## src/rtl/kfps2kb_receive_data.sv

```systemverilog
// ---------------------------------------------------------------------------
// kfps2kb_receive_data
//
// Receives device-to-host frames from a PS/2 keyboard. Each frame has
// 11 bits: a start bit (0), 8 data bits sent LSB first, an odd parity bit,
// and a stop bit (1). Bits are sampled on each falling edge of device_clock.
// Good bytes are placed in a one-deep output register with a valid/ack
// handshake. Parity, framing, timeout and overrun conditions are each
// reported as a one-cycle pulse.
//
// Ports
//   clock             : system clock; all logic runs on its rising edge
//   reset_n           : asynchronous reset, active low
//   peripheral_clock  : slow timebase; its ticks drive the inactivity timeout
//   device_clock      : PS/2 clock line (asynchronous)
//   device_data       : PS/2 data line (asynchronous)
//   sending_data_flag : the host transmitter owns the bus; receive is held off
//   data_ack          : the consumer takes received_data
//   received_data     : last good byte
//   data_valid        : received_data has not been read yet
//   parity_error      : one-cycle pulse; a frame had even parity
//   framing_error     : one-cycle pulse; a frame had a stop bit of 0
//   timeout_error     : one-cycle pulse; a partial frame was dropped
//   overrun           : one-cycle pulse; an unread byte was overwritten
// ---------------------------------------------------------------------------
module kfps2kb_receive_data #(
  parameter logic [15:0] device_in_timeout = 16'd2000
) (
  input  logic       clock,
  input  logic       reset_n,
  input  logic       peripheral_clock,
  input  logic       device_clock,
  input  logic       device_data,
  input  logic       sending_data_flag,
  input  logic       data_ack,
  output logic [7:0] received_data,
  output logic       data_valid,
  output logic       parity_error,
  output logic       framing_error,
  output logic       timeout_error,
  output logic       overrun
);

  typedef enum logic [1:0] {
    IDLE,
    DATA,
    PARITY,
    STOP
  } state_t;

  state_t      state, state_next;
  logic [2:0]  bit_count, bit_count_next;
  logic [7:0]  shift, shift_next;
  logic        parity_bit, parity_bit_next;
  logic [15:0] tmo_count, tmo_count_next;

  // Result of the frame just closed by the stop-bit edge. It is applied to
  // the outputs one cycle later.
  logic        pend_good, pend_good_next;
  logic        pend_parity, pend_parity_next;
  logic        pend_framing, pend_framing_next;
  logic [7:0]  pend_data, pend_data_next;

  logic        tmo_hit;

  logic dclk_meta, dclk_sync, dclk_prev;
  logic ddat_meta, ddat_sync;
  logic pclk_meta, pclk_sync, pclk_prev;
  logic fe;
  logic pclk_rise;

  // Two-flop synchronizers for the asynchronous inputs, plus one extra
  // history flop on each clock so its edges can be detected. Reset loads 1
  // (bus idle high), so releasing reset never creates a false edge.
  always_ff @(posedge clock or negedge reset_n) begin
    if (!reset_n) begin
      dclk_meta <= 1'b1;
      dclk_sync <= 1'b1;
      dclk_prev <= 1'b1;
      ddat_meta <= 1'b1;
      ddat_sync <= 1'b1;
      pclk_meta <= 1'b1;
      pclk_sync <= 1'b1;
      pclk_prev <= 1'b1;
    end else begin
      dclk_meta <= device_clock;
      dclk_sync <= dclk_meta;
      dclk_prev <= dclk_sync;
      ddat_meta <= device_data;
      ddat_sync <= ddat_meta;
      pclk_meta <= peripheral_clock;
      pclk_sync <= pclk_meta;
      pclk_prev <= pclk_sync;
    end
  end

  assign fe        = dclk_prev & ~dclk_sync;
  assign pclk_rise = pclk_sync & ~pclk_prev;

  // FSM state, shift register and timeout counter registers.
  always_ff @(posedge clock or negedge reset_n) begin
    if (!reset_n) begin
      state        <= IDLE;
      bit_count    <= 3'd0;
      shift        <= 8'h00;
      parity_bit   <= 1'b0;
      tmo_count    <= 16'd0;
      pend_good    <= 1'b0;
      pend_parity  <= 1'b0;
      pend_framing <= 1'b0;
      pend_data    <= 8'h00;
    end else begin
      state        <= state_next;
      bit_count    <= bit_count_next;
      shift        <= shift_next;
      parity_bit   <= parity_bit_next;
      tmo_count    <= tmo_count_next;
      pend_good    <= pend_good_next;
      pend_parity  <= pend_parity_next;
      pend_framing <= pend_framing_next;
      pend_data    <= pend_data_next;
    end
  end

  // Next-state logic. A host transmission overrides everything else. A
  // device_clock falling edge comes next, so it beats a timeout that expires
  // in the same cycle. A timeout drops the partial byte.
  always_comb begin
    state_next        = state;
    bit_count_next    = bit_count;
    shift_next        = shift;
    parity_bit_next   = parity_bit;
    tmo_count_next    = tmo_count;
    pend_good_next    = 1'b0;
    pend_parity_next  = 1'b0;
    pend_framing_next = 1'b0;
    pend_data_next    = pend_data;
    tmo_hit           = 1'b0;

    if (sending_data_flag) begin
      state_next     = IDLE;
      bit_count_next = 3'd0;
      tmo_count_next = 16'd0;
    end else if (fe) begin
      tmo_count_next = 16'd0;
      case (state)
        IDLE: begin
          if (!ddat_sync) begin
            state_next     = DATA;
            bit_count_next = 3'd0;
          end
        end
        DATA: begin
          shift_next     = {ddat_sync, shift[7:1]};
          bit_count_next = bit_count + 3'd1;
          if (bit_count == 3'd7) begin
            state_next = PARITY;
          end
        end
        PARITY: begin
          parity_bit_next = ddat_sync;
          state_next      = STOP;
        end
        STOP: begin
          state_next     = IDLE;
          bit_count_next = 3'd0;
          pend_data_next = shift;
          // A bad stop bit hides any parity fault in the same frame.
          if (!ddat_sync) begin
            pend_framing_next = 1'b1;
          end else if (!(^{shift, parity_bit})) begin
            pend_parity_next = 1'b1;
          end else begin
            pend_good_next = 1'b1;
          end
        end
        default: state_next = IDLE;
      endcase
    end else if (state == IDLE) begin
      tmo_count_next = 16'd0;
    end else if (tmo_count >= device_in_timeout) begin
      state_next     = IDLE;
      bit_count_next = 3'd0;
      shift_next     = 8'h00;
      tmo_count_next = 16'd0;
      tmo_hit        = 1'b1;
    end else if (pclk_rise && (tmo_count != 16'hFFFF)) begin
      tmo_count_next = tmo_count + 16'd1;
    end
  end

  // Output stage: load the result of a finished frame, run the valid/ack
  // handshake and produce the one-cycle status pulses. While the host is
  // transmitting, the outputs hold their values and no pulse is raised.
  // A load in the same cycle as an ack replaces the data that was just read,
  // so it is not an overrun.
  always_ff @(posedge clock or negedge reset_n) begin
    if (!reset_n) begin
      received_data <= 8'h00;
      data_valid    <= 1'b0;
      parity_error  <= 1'b0;
      framing_error <= 1'b0;
      timeout_error <= 1'b0;
      overrun       <= 1'b0;
    end else begin
      parity_error  <= 1'b0;
      framing_error <= 1'b0;
      overrun       <= 1'b0;
      timeout_error <= tmo_hit;
      if (!sending_data_flag) begin
        parity_error  <= pend_parity;
        framing_error <= pend_framing;
        if (pend_good) begin
          received_data <= pend_data;
          data_valid    <= 1'b1;
          overrun       <= data_valid & ~data_ack;
        end else if (data_valid && data_ack) begin
          data_valid <= 1'b0;
        end
      end
    end
  end

endmodule
```

## config.mk

```make
export PLATFORM = sky130hd
export DESIGN_NAME = kfps2kb_receive_data
export DESIGN_NICKNAME = d
export VERILOG_FILES = /design/src/rtl/kfps2kb_receive_data.sv
export SDC_FILE = /design/constraint.sdc
export NUM_CORES = 1
export LEC_CHECK = 0
export ABC_AREA = 1
export BUFFER_PORTS_ARGS = -buffer_cell sky130_fd_sc_hd__buf_2
export CAP_MARGIN = 20
export CORE_MARGIN = 5
export CORE_UTILIZATION = 54
export CTS_BUF_LIST = sky130_fd_sc_hd__clkbuf_16
export DETAILED_ROUTE_END_ITERATION = 6
export PLACE_DENSITY = 0.75
export SYNTH_ARGS = -nofsm -noshare
export SYNTH_HDL_FRONTEND = slang
export SYNTH_SLANG_ARGS = --single-unit
```

## constraint.sdc

```tcl
create_clock -name clock -period 1.3 [get_ports clock]
set_input_delay 0.26 -clock clock [delete_from_list [all_inputs] [get_ports clock]]
set_output_delay 0.26 -clock clock [all_outputs]
set_load 0.1 [all_outputs]
```

# --- Yosys cells after proc, flatten, opt, wreduce, memory -nomap -nowiden ---
# Cells that the tools add are included.
word_totals:
  input_bits: 7
  word_cells: 105
  ff_bits: 62
classes:
  order_cmp: 1
  reduce_logical: 15
  n_mux: 46
  bitwise_logic: 7
  n_eq_ne: 11
  add_sub_neg: 2
ops:
  columns: ["operator", "n"]
  rows:
  - ["$mux W16", 5]
  - ["$mux W8", 4]
  - ["$mux W1", 24]
  - ["$add A16 B1 Y16 const B", 1]
  - ["$ge A16 B11 Y1 const B", 1]
  - ["$ne A16 B16 Y1 const B", 1]
  - ["$mux W3", 5]
  - ["$mux W2", 6]
  - ["$reduce_and A4 Y1", 3]
  - ["$pmux W3 S3", 1]
  - ["$reduce_xor A9 Y1", 1]
  - ["$pmux W2 S4", 1]
  - ["$ne A3 B3 Y1 const B", 2]
  - ["$reduce_and A3 Y1", 2]
  - ["$ne A5 B2 Y1 const B", 1]
  - ["$reduce_bool A5 Y1", 1]
  - ["$eq A2 B2 Y1 const B", 2]
  - ["$ne A4 B4 Y1 const B", 1]
  - ["$not A1 Y1", 4]
  - ["$reduce_and A2 Y1", 2]
  - ["$reduce_bool A2 Y1", 2]
  - ["$add A3 B1 Y3 const B", 1]
  - ["$and A1 B1 Y1", 3]
  - ["$eq A3 B3 Y1 const B", 1]
  - ["other kinds (6)", 7]

# --- Depth between registers and ports, before layout ---
logic_depth:
  depth_word: 8
  depth_mapped: 10
  depth_no_buf: 10

# --- Least setup slack after synthesis ---
# OpenSTA, ideal clock, no wires.
synth_timing:
  kind: "register -> register"
  from: "reg data_valid"
  to: "reg data_valid"
  required_ns: 1.213
  period_less_slack_ns: 1.476
  setup_slack_ns: -0.176
  arrival_ns: 1.390
  stages_incl_launch_ff: 4
  setup_ns: 0.087
  path_cell_list: "dfrtp_1 -> inv_1 -> or2_2 -> o211ai_1"
synth_between:
  elab_chain_len: 3
synth_lines:
  columns: ["element", "line_no", "source"]
  rows:
  - ["from (decl)", "37", "output logic data_valid,"]
  - ["from (signal assigned)", "200", "data_valid <= 1'b0;"]
  - ["from (signal assigned)", "215", "data_valid <= 1'b1;"]
  - ["from (signal assigned)", "218", "data_valid <= 1'b0;"]
  - ["$logic_and A1 B1 Y1", "217", "end else if (data_valid && data_ack) begin"]
  - ["$reduce_bool A2 Y1 (no source line)", null, null]
  - ["$reduce_and A2 Y1 (no source line)", null, null]
# No other way between the ends.
# A chain may end at the register's enable or synchronous reset.

# --- Worst setup path after layout ---
layout_timing:
  from: "reg dclk_prev"
  to: "reg bit_count[2]"
layout_between:
  elab_chain_len: 3
  elab_cells_between_ends: 7
  classes_between: "eq/ne (2); mux (2); bitwise (1); reduce/logical (2)"
layout_lines:
  columns: ["element", "line_no", "source"]
  rows:
  - ["from (decl)", "66", "logic dclk_meta, dclk_sync, dclk_prev;"]
  - ["from (signal assigned)", "88", "dclk_prev <= dclk_sync;"]
  - ["$and A1 B1 Y1 *", "97", "assign fe = dclk_prev & ~dclk_sync;"]
  - ["$ne A5 B2 Y1 (no source line), or another cell as far along", null, null]
  - ["$reduce_and A4 Y1 (no source line) / $mux W3 (equally long branches)", null, null]
  - ["to (signal assigned)", "114", "bit_count <= bit_count_next;"]
  - ["to (decl)", "52", "logic [2:0] bit_count, bit_count_next;"]
# Mark *: on every way between the ends. The rest lies on a longest branch, timed or not.

==> run metrics <==
critical path's slowest cell=dfstp_2; post-route ant nets=0; sw power=1480 uW; PD cells=1280 nW/um^2; TritonCTS clock tree=done; FP Rows=26; Setup Skew=0.00670 ns; met1 wire length=2460 um; Initial Util=0.559; Post-Layout Cell Count=449; MaxCap Viol Count=0; fmax=657 MHz; top-level port count=20; Max VDD drop=1.22 mV; final hold viol count=0; cells along the critical path=inv_2 > nor2_4 > nand2_4 > nor2_2 > inv_1 > o211ai_4 > nand2_1 > o21ai_1; drt total wl=6550 um; Post-synth EDFFs=0; Leak=0.00187 uW; largest net degree at the start of global routing=22; placed cell count=426; H-tree depth=3; Final Max Tran Viols=0; detailed-route via count=2260; IO buf count=19; Synth cell types=33; top layer in use=met4; critical path launch point type=flop; DRT iter0 DRCs=118; global-route wire length before repair=11000 um; DIE WIDTH=82.7 um; layout cells sized above 1=0.359; Int Power=3650 uW; hpwl dp=4180 um; Min-Delay Path Class=in2reg; CTS Buffer Depth=2; top cells by area, synth=dfrtp_1 (47%), nand2_1 (8.0%), dfstp_2 (7.4%), inv_1 (5.8%), ha_1 (3.9%); CP Class=reg2reg; Gate power share=0.178; setup violators final=28; kind of cell adding the most delay to the critical path=flip-flops; Antenna Cells=0; antenna violations before repair=0; GR Util All Layers=0.221; Layout fillers=320; routed wl met3=251 um; Worst Path Max Fanout=6; ys async rst share=1.00; final critical-path required period=1.52 ns; Clk Latency, worst-skew pair=0.33 ns; buffers and inverters on the worst path=2; post-synthesis sequential area ratio=0.547; commonest non-fill, non-tap cell in the layout=nand2_1; Clk pwr share=0.392; Mapped Cells=304; Avg Vias per Cell=5.03; sequential share of power=0.430; vias in the first global route=2468; CP endpoint kind=flop; Sw Ratio=0.288; Tcrit/Tclk final=1.17; Worst EP arrival=1.77 ns; area grow syn2layout=40.0%; Core ar.=5110 um^2; most frequent cells in the layout=nand2_1 (55), dfrtp_1 (52), inv_1 (46), buf_4 (29); top_reg_cell synth=dfrtp_1; Setup WS post-layout=-0.221 ns; clock sinks=62; clk slew on worst S/H paths=0.05 ns; drt wl/cell=14.6 um; max incr delay on CP=0.53 ns; NumNets Final=390; Die H=82.7 um; leading area contributor after synthesis=dfrtp_1; FF+latch count, synth=62; drt first pass iters=4; Data required, critical path=1.55 ns; CTS buffer count=9; Synth top area share=0.473; Clock Root Buffer=clkbuf_16; total congestion overflow=0; outcome=finished with violations; full die area=6840 um^2; Post-Syn Area=2860 um^2; DRC=0; DR WL met2=3660 um; Syn Area/Cell=9.39 um^2; gp weighted congestion=0.821; Synth warnings=0; final core utilization=0.782; RSZ-0062 raised after global routing=yes; failing checks=negative setup slack
-- worst reg2reg max path: cells and delay by family (launching register included) --
family | cells | cell delay, ns
flip-flops | 1 | 0.53
AND/OR/NAND/NOR | 4 | 0.43
buffers and inverters | 2 | 0.13
AO/OA/AOI/OAI | 2 | 0.35
-- repair_timing --
action,4_1_cts,5_1_grt
setup buffers,1,3
pin swaps,5,10
hold endpoints to repair,8,0
resized for setup,23,23
endpoints found under the setup margin,34,36
hold buffers,1,0
cloned,2,0
-- sequential cells by signal, summed over array words and instances (netlist names), 2 cells and up --
register and count:
bit_count 3, pend_data 8, received_data 8, shift 8, state 2, tmo_count 16
-- layout make-up --
class                   instances  area [um^2]  area share
clock buffers                   9          225      0.0564
clock inverters                 7         27.5     0.00689
inverters                      48          183      0.0457
multi-input cells             197         1290       0.322
flip-flops and latches         62         1560       0.391
well taps                      70         87.6      0.0219
repair buffers                 56          623       0.156
-- power by group through the flow --
stage,Sequential [uW],Combinational [uW],Clock (uW)
after floorplan,2230,526,0
after global placement,2210,750,0
after detailed placement,2210,791,0
after CTS,2200,845,2050
after global routing,2220,1050,2140
final,2200,913,2010
-- cells by family (layout without fill, tap and decap cells) --
group / Yosys count / in the layout / share of synthesized area
compound gates: 40 / 40 / 0.0802
buf+inv: 51 / 120 / 0.0741
fa+ha+maj: 9 / 9 / 0.0394
simple gates: 128 / 130 / 0.211
mux: 8 / 8 / 0.0316
flops: 62 / 62 / 0.547
xor+xnor: 5 / 5 / 0.0153
other cells: 1 / 5 / 0.00131
-- cell usage after synthesis (all sizes together), types with 3 or more instances --
master,count
nand4,3
mux2,8
inv,48
nand2,66
ha,9
a21oi,5
nor2,35
dfrtp,54
buf,3
o21ai,30
dfstp,8
nand3,21
o211ai,3
xnor2,3
-- path summary, 6_finish.rpt --
| path | startpoint | end | slack (ns) | cells past startpoint |
|---|---|---|---|---|
| min | peripheral_clock | pclk_meta | 0.03 | 1 |
| max reg2reg | dclk_prev | bit_count[2] | -0.22 | 8 |
| max in group asynchronous | reset_n | ddat_meta | 0.36 | 3 |
| min reg2reg | ddat_meta | ddat_sync | 0.35 | 0 |
| min in group asynchronous | reset_n | tmo_count[0] | 0.39 | 2 |
| max | dclk_prev | bit_count[2] | -0.22 | 8 |
-- routing by layer --
metal / up-vias / track usage
met5: - / 0
met3: 17 / 0.0510
met1: 1090 / 0.236
li1: 1105 / -
met2: 48 / 0.398
met4: 0 / 0.127
-- through the flow --
step                TNS (ns)  hold WS, ns  instance area (um^2)  total power, uW  setup slack, ns
finish                 -3.96       0.0329                  4000             5130           -0.221
floorplan             -0.608      -0.0356                  2890             2760          -0.0572
global placement       -1.64        0.199                  3510             2950           -0.122
global route           -6.21       0.0193                  4000             5410           -0.348
detailed placement     -3.26        0.201                  3510             3000           -0.182
CTS                    -2.91       0.0242                  3900             5090           -0.174
Power figures use the tool's default switching activity.
